## src/rtl/uart_rx.sv

```systemverilog
// uart_rx: 8-bit UART receiver, one start bit, LSB-first data, one stop bit.
//
// Optional feature macro: UART_RX_PARITY_EN
//   defined   -> one even-parity bit follows the 8 data bits.
//   undefined -> frame is start + 8 data + stop, and parity_err is tied 0.
//
// Parameters
//   BAUD_RATE  serial bit rate in bits/s
//   CLK_FREQ   clk frequency in Hz (BIT_PERIOD = CLK_FREQ / BAUD_RATE)
//
// Ports
//   clk         system clock, rising edge
//   reset       synchronous active-high reset
//   rx          asynchronous serial input, idle high
//   data        last correctly received byte, held between valid pulses
//   valid       one-cycle pulse when data is updated
//   frame_err   one-cycle pulse on a bad (low) stop bit
//   parity_err  one-cycle pulse on parity mismatch
//   busy        high whenever the receiver is not idle
module uart_rx #(
    parameter int BAUD_RATE = 9600,
    parameter int CLK_FREQ  = 100000000
) (
    input  logic       clk,
    input  logic       reset,
    input  logic       rx,
    output logic [7:0] data,
    output logic       valid,
    output logic       frame_err,
    output logic       parity_err,
    output logic       busy
);

    localparam logic [31:0] BIT_PERIOD  = 32'(CLK_FREQ / BAUD_RATE);
    localparam logic [31:0] HALF_PERIOD = BIT_PERIOD / 32'd2;
    localparam logic [31:0] BIT_LAST    = BIT_PERIOD - 32'd1;
    localparam logic [31:0] HALF_LAST   = HALF_PERIOD - 32'd1;

`ifdef UART_RX_PARITY_EN
    typedef enum logic [2:0] {
        IDLE, START, DATA, PARITY, STOP, WAIT_HIGH
    } state_t;
`else
    typedef enum logic [2:0] {
        IDLE, START, DATA, STOP, WAIT_HIGH
    } state_t;
`endif

    state_t      state, state_next;
    logic        rx_meta, rx_s;
    logic [31:0] cnt, cnt_next;
    logic [2:0]  bit_idx, bit_idx_next;
    logic [7:0]  shift, shift_next;
    logic [7:0]  data_next;
    logic        valid_next, ferr_next;
    logic        par_bad;

`ifdef UART_RX_PARITY_EN
    logic par_bit, par_bit_next;
    logic perr_q, perr_next;

    // Even parity: the received parity bit must equal the XOR of the data bits.
    assign par_bad    = (par_bit != ^shift);
    assign parity_err = perr_q;
`else
    assign par_bad    = 1'b0;
    assign parity_err = 1'b0;
`endif

    assign busy = (state != IDLE);

    // Two-flop synchronizer; both flops reset to the idle (high) level so
    // reset release never looks like a start bit.
    always_ff @(posedge clk) begin
        if (reset) begin
            rx_meta <= 1'b1;
            rx_s    <= 1'b1;
        end else begin
            rx_meta <= rx;
            rx_s    <= rx_meta;
        end
    end

    always_ff @(posedge clk) begin
        if (reset) begin
            state     <= IDLE;
            cnt       <= 32'd0;
            bit_idx   <= 3'd0;
            shift     <= 8'h00;
            data      <= 8'h00;
            valid     <= 1'b0;
            frame_err <= 1'b0;
`ifdef UART_RX_PARITY_EN
            par_bit   <= 1'b0;
            perr_q    <= 1'b0;
`endif
        end else begin
            state     <= state_next;
            cnt       <= cnt_next;
            bit_idx   <= bit_idx_next;
            shift     <= shift_next;
            data      <= data_next;
            valid     <= valid_next;
            frame_err <= ferr_next;
`ifdef UART_RX_PARITY_EN
            par_bit   <= par_bit_next;
            perr_q    <= perr_next;
`endif
        end
    end

    always_comb begin
        state_next   = state;
        cnt_next     = cnt;
        bit_idx_next = bit_idx;
        shift_next   = shift;
        data_next    = data;
        valid_next   = 1'b0;
        ferr_next    = 1'b0;
`ifdef UART_RX_PARITY_EN
        par_bit_next = par_bit;
        perr_next    = 1'b0;
`endif

        case (state)
            IDLE: begin
                cnt_next     = 32'd0;
                bit_idx_next = 3'd0;
                if (!rx_s) state_next = START;
            end

            // Re-check the line at mid start bit so short low glitches are
            // dropped silently; this also centres all later samples.
            START: begin
                if (cnt == HALF_LAST) begin
                    cnt_next = 32'd0;
                    if (!rx_s) begin
                        state_next   = DATA;
                        bit_idx_next = 3'd0;
                    end else begin
                        state_next = IDLE;
                    end
                end else begin
                    cnt_next = cnt + 32'd1;
                end
            end

            DATA: begin
                if (cnt == BIT_LAST) begin
                    cnt_next     = 32'd0;
                    shift_next   = {rx_s, shift[7:1]};
                    bit_idx_next = bit_idx + 3'd1;
                    if (bit_idx == 3'd7) begin
`ifdef UART_RX_PARITY_EN
                        state_next = PARITY;
`else
                        state_next = STOP;
`endif
                    end
                end else begin
                    cnt_next = cnt + 32'd1;
                end
            end

`ifdef UART_RX_PARITY_EN
            PARITY: begin
                if (cnt == BIT_LAST) begin
                    cnt_next     = 32'd0;
                    par_bit_next = rx_s;
                    state_next   = STOP;
                end else begin
                    cnt_next = cnt + 32'd1;
                end
            end
`endif

            STOP: begin
                if (cnt == BIT_LAST) begin
                    cnt_next = 32'd0;
                    if (rx_s) begin
                        state_next = IDLE;
                        if (!par_bad) begin
                            valid_next = 1'b1;
                            data_next  = shift;
                        end
`ifdef UART_RX_PARITY_EN
                        else perr_next = 1'b1;
`endif
                    end else begin
                        // Low stop bit: wait for the line to recover so a
                        // break is not decoded as a stream of 0x00 frames.
                        state_next = WAIT_HIGH;
                        ferr_next  = 1'b1;
`ifdef UART_RX_PARITY_EN
                        perr_next  = par_bad;
`endif
                    end
                end else begin
                    cnt_next = cnt + 32'd1;
                end
            end

            WAIT_HIGH: begin
                cnt_next = 32'd0;
                if (rx_s) state_next = IDLE;
            end

            default: begin
                state_next = IDLE;
                cnt_next   = 32'd0;
            end
        endcase
    end

endmodule

```

## config.mk

```make
export PLATFORM = sky130hd
export DESIGN_NAME = uart_rx
export DESIGN_NICKNAME = d
export VERILOG_FILES = /design/src/rtl/uart_rx.sv
export SDC_FILE = /design/constraint.sdc
export NUM_CORES = 1
export LEC_CHECK = 0
export ABC_AREA = 1
export CAP_MARGIN = 15
export CORE_MARGIN = 10
export CORE_UTILIZATION = 54
export DETAILED_ROUTE_END_ITERATION = 6
export PLACE_DENSITY = 0.76
export SLEW_MARGIN = 15
export SYNTH_ARGS = -nofsm -noshare
export SYNTH_HDL_FRONTEND = slang
export SYNTH_SLANG_ARGS = --single-unit
```

## constraint.sdc

```tcl
create_clock -name clk -period 1.7 [get_ports clk]
set_input_delay 0.255 -clock clk [delete_from_list [all_inputs] [get_ports clk]]
set_output_delay 0.255 -clock clk [all_outputs]
set_load 0.05 [all_outputs]
```

Word level (Yosys, flattened, before mapping). Cells that the tools add are included.

Bits in registers: 58. Bits of input ports: 3. Output and inout bits: 12. Logic and storage cells: 54.

Add/subtract/negate cells: 2. Equality and inequality tests: 14. Mux-type cells: 18. Bitwise gates (word level): 2. Reductions and logical operators: 9.

Operator list (count): 32-bit two-way mux (2); 32-bit case mux with 2 select lines (1); 32-bit by 1-bit adder with 32-bit output (second input constant) (1); 32-bit by 13-bit equality test with 1-bit output (second input constant) (1); 32-bit by 14-bit equality test with 1-bit output (second input constant) (1); 3-bit two-way mux (10); 3-bit case mux with 5 select lines (1); 2-bit != test (second input constant) (7); 3-bit case mux with 3 select lines (1); 3-bit by 2-bit equality test with 1-bit output (second input constant) (2); 3-bit equality test (second input constant) (2); 6-bit AND reduction (1); 3-bit nonzero test (2); 4-bit AND reduction (1); 3-bit by 1-bit adder with 3-bit output (second input constant) (1); 3-bit by 1-bit equality test with 1-bit output (second input constant) (1); 3-bit zero test (1); 3-bit AND reduction (1); 3-bit OR reduction (1); 1-bit two-way mux (2); 2-bit two-way mux (1); 1-bit NOT (2); 2-bit AND reduction (1); 2-bit OR reduction (1).

Longest topological paths before layout.
Depth after elaboration: 4. Mapped depth: 13. Gate-level depth less buffers: 13.

Worst setup path after synthesis. OpenSTA, ideal clock, no wires.

Path kind: reg-to-reg. Start point: reg cnt[0]. End point: reg cnt[28]. Library setup time: 0.134 ns. Data arrival time: 1.502 ns. Required time: 1.566 ns. Path slack: 0.063 ns. Stages on the path, launching flop included: 10. Buffers on the path: 1. Period minus slack after synthesis: 1.637 ns. Cell sequence: dfxtp_1 ha_1 nand3_2 nor2_1 nand2_1 o21ai_0 nand2_1 nor2_4 buf_4 nor3_1.

Word-level cells in the longest chain between the ends: 3. Elaborated cells on any way between the ends: 6. Classes of those cells: add/sub: 1; eq/ne: 2; mux: 3.

RTL lines: from (decl) (line 51) `logic [31:0] cnt, cnt_next;`; from (signal assigned) (line 99) `cnt <= cnt_next;`; 32-bit by 1-bit adder with 32-bit output, or another cell as far along (line 144, 161, 199); 32-bit two-way mux, on equally long branches (line 149, 178, 135); 32-bit case mux with 2 select lines (*) (line 125) `case (state)`.

Mark *: on every way between the ends. The rest lies on a longest branch, timed or not. A chain may end at the register's enable or synchronous reset.

Worst setup path after layout.
Start point: reg cnt[1]. End point: reg cnt[10].

Same word-level chain as after synthesis.

==> reports/metrics.csv <==
metric,value,unit
wirelength,7.87,mm
nFillCells,424,
leakage,1.58,nW
cts-buffers-inserted,9,
synth_top_cell_by_area,dfxtp_1,
ys_top_cells_by_area,"dfxtp_1 (39%), nand2_1 (11%), nor2_1 (7.9%)",
cp_max_fo,8,
hold_path_class,reg -> reg,
vias,3023,
insertion_delay,350,ps
crit_type,reg -> reg,
grt_pass1_vias,2771,
clk_pin_slew,70,ps
top_usage_layer,met2,
slew_violations,0,
failed_checks,setup timing,
grt_pass1_wl,12.4,mm
crit_path_end_kind,flop,
ir_worst_vdd,0.911,mV
synth.distinct_cells,29,
core-area,5440,um^2
rows,27,
max_freq,0.587,GHz
synth_top_cell_area_share,38.9,%
period_minus_slack,1700,ps
area_delta_synth_final,32.1,%
finalNetCount,504,
ant_nets,0,
ioPinCount,15,
hold_violations,0,
fin_ws,-3.56,ps
use_met3,5.79,%
start_util,54.9,%
track_usage,17.3,%
grt_use_met2,26.1,%
outcome,"complete, but fails checks",
avgSynthCellArea,6.88,um^2
required,1930,ps
fp.dieH,94.4,um
timing.final.crit_share,100,%
finalSetupViolations,4,
met1_usage,22.1,%
finalPower,4.69,mW
io_buffer_count,13,
syn_inst,434,
hold_buffers,0,
dp.final_hpwl,5.27,mm
power_density,1190,nW/um^2
dieArea,8900,um^2
htree_levels,3,
synth.yosys.warnings,0,
vias_per_cell,5.26,
cap_violations,0,
cts_tree,built,
rsz0062_at_grt,true,
syn-num-nets,440,
grt-ovfl-total,0,
antenna_found_initial,0,
die_width,94.4,um
drive_above_1_share,28.0,%
critPathArrivalTime,1940,ps
first_pass_iters,5,
ys_ff_latch,58,
grt_max_degree,33,
drtIter0Drc,247,
start_kind,flop,
drc,0,
netlist_area,2990,um^2
num_antenna_cells,0,
gp_congestion,0.949,
skew,8.36,ps
hold_slack,408,ps
wl_per_cell,13.7,um
cts_num_sinks,58,
synth_seq_area_share,38.9,%
clk_path_buf_depth,2,
root_buffer,clkbuf_8,
[cell usage in the layout (no fill, tap or decap), types with 2 or more instances in the layout]
master           count
nand2_2             14
nor2_4               5
o21bai_1             4
a21o_1               2
inv_2                2
nor3_1              36
inv_1               49
xor2_1              13
xnor2_1              5
dfxtp_1             50
nand3_1             14
nor2_1              52
buf_4               57
ha_1                 2
o21ai_2              2
o21ai_0             15
clkbuf_8             9
or2_2                2
nand2_1             77
nor3_2              11
nor2_2              12
buf_6                2
clkinv_4             3
o21ai_1              6
clkdlybuf4s50_1      2
dfxtp_2              7
nand4_1             12
a21oi_1             20
nand3_2              2
bufinv_16            2
buf_12               3
[layout make-up]
class                      instances  area, um^2  share of cell area (%)
clock buffer                       9         124                    3.14
clock inverter                     7         103                    2.60
inverter                          51         191                    4.85
multi-input combinational        313        1710                    43.3
sequential                        58        1170                    29.8
tap                               72        90.1                    2.28
timing repair buffer              65         556                    14.1
[worst paths after layout]
kind / startpoint / to / slack [ps] / depth (start not counted)
setup / recovery: cnt[1] / cnt[10] / -4 / 11
hold / removal: rx_meta / rx_s / 410 / 1
setup reg to reg: cnt[1] / cnt[10] / -4 / 11
hold reg to reg: rx_meta / rx_s / 410 / 1
[logic make-up after synthesis]
kind of cell	share of synthesized area [%]
AO/OA/AOI/OAI	8.89
XOR/XNOR	5.28
adder cells (fa/ha/maj)	1.26
buffers and inverters	9.01
flip-flops	38.9
other	0.126
AND/OR/NAND/NOR	36.5
[synthesized netlist by cell type, drive strengths merged]
library cell and instances:
a21o 2, o21bai 4, a21oi 21, nor3b 1, xor2 13, nor3 48
ha 3, o21ai 23, nand3 17, clkbuf 5, inv 51, nor4 1
buf 7, conb 1, or2 2, dfxtp 58, nand4 12, nand2 91
xnor2 5, nor2 69
[metal layers]
metal  routed length (um)  vias to the layer above  share of wire [%]
met3                  547                       16                7.0
met2                 3640                      116                 46
li1                     -                     1529                  -
met1                 3560                     1362                 45
met4                  120                        0                1.5
met5                    0                        -                  0
[critical path: stages (launching register included)]
cell and delay [ps]:
dfxtp_4 360, ha_4 160, nand2_2 60, inv_2 50, nand2_2 50, nor2_2 120, nand2_2 70, o21ai_2 170
nand2_2 100, nor2_4 200, buf_6 200, nor3_1 50
[power breakdown]
part	switching, mW	internal (mW)
Combinational	1.11	0.656
Clock	0.607	0.836
Sequential	0.0460	1.43
[state kept, by name, indices dropped and copies added (netlist names)]
name,flops
shift,8
rx_meta,1
data,8
frame_err,1
state,3
bit_idx,3
valid,1
rx_s,1
cnt,32
[stage by stage]
stage / util [%] / setup TNS, ps / cell area (um^2) / setup WS (ps) / std cells
4_1_cts: 68.7 / 0 / 3730 / 11.7 / 570
3_3_place_gp: 64.2 / -27.2 / 3490 / -27.2 / 554
5_1_grt: 72.5 / -3430 / 3940 / -119 / 575
2_1_floorplan: - / 0 / 2990 / 63.1 / 434
3_5_place_dp: 64.2 / -1950 / 3490 / -55.4 / 554
6_report: 72.5 / -7.53 / 3940 / -3.56 / 575
[what timing repair did]
item,4_1_cts,5_1_grt
buffers inserted,0,3
pin swaps,1,8
cloned,0,2
setup endpoints to repair,47,54
gates resized for setup,9,51
Note: power is estimated with default switching activity, not from simulation.
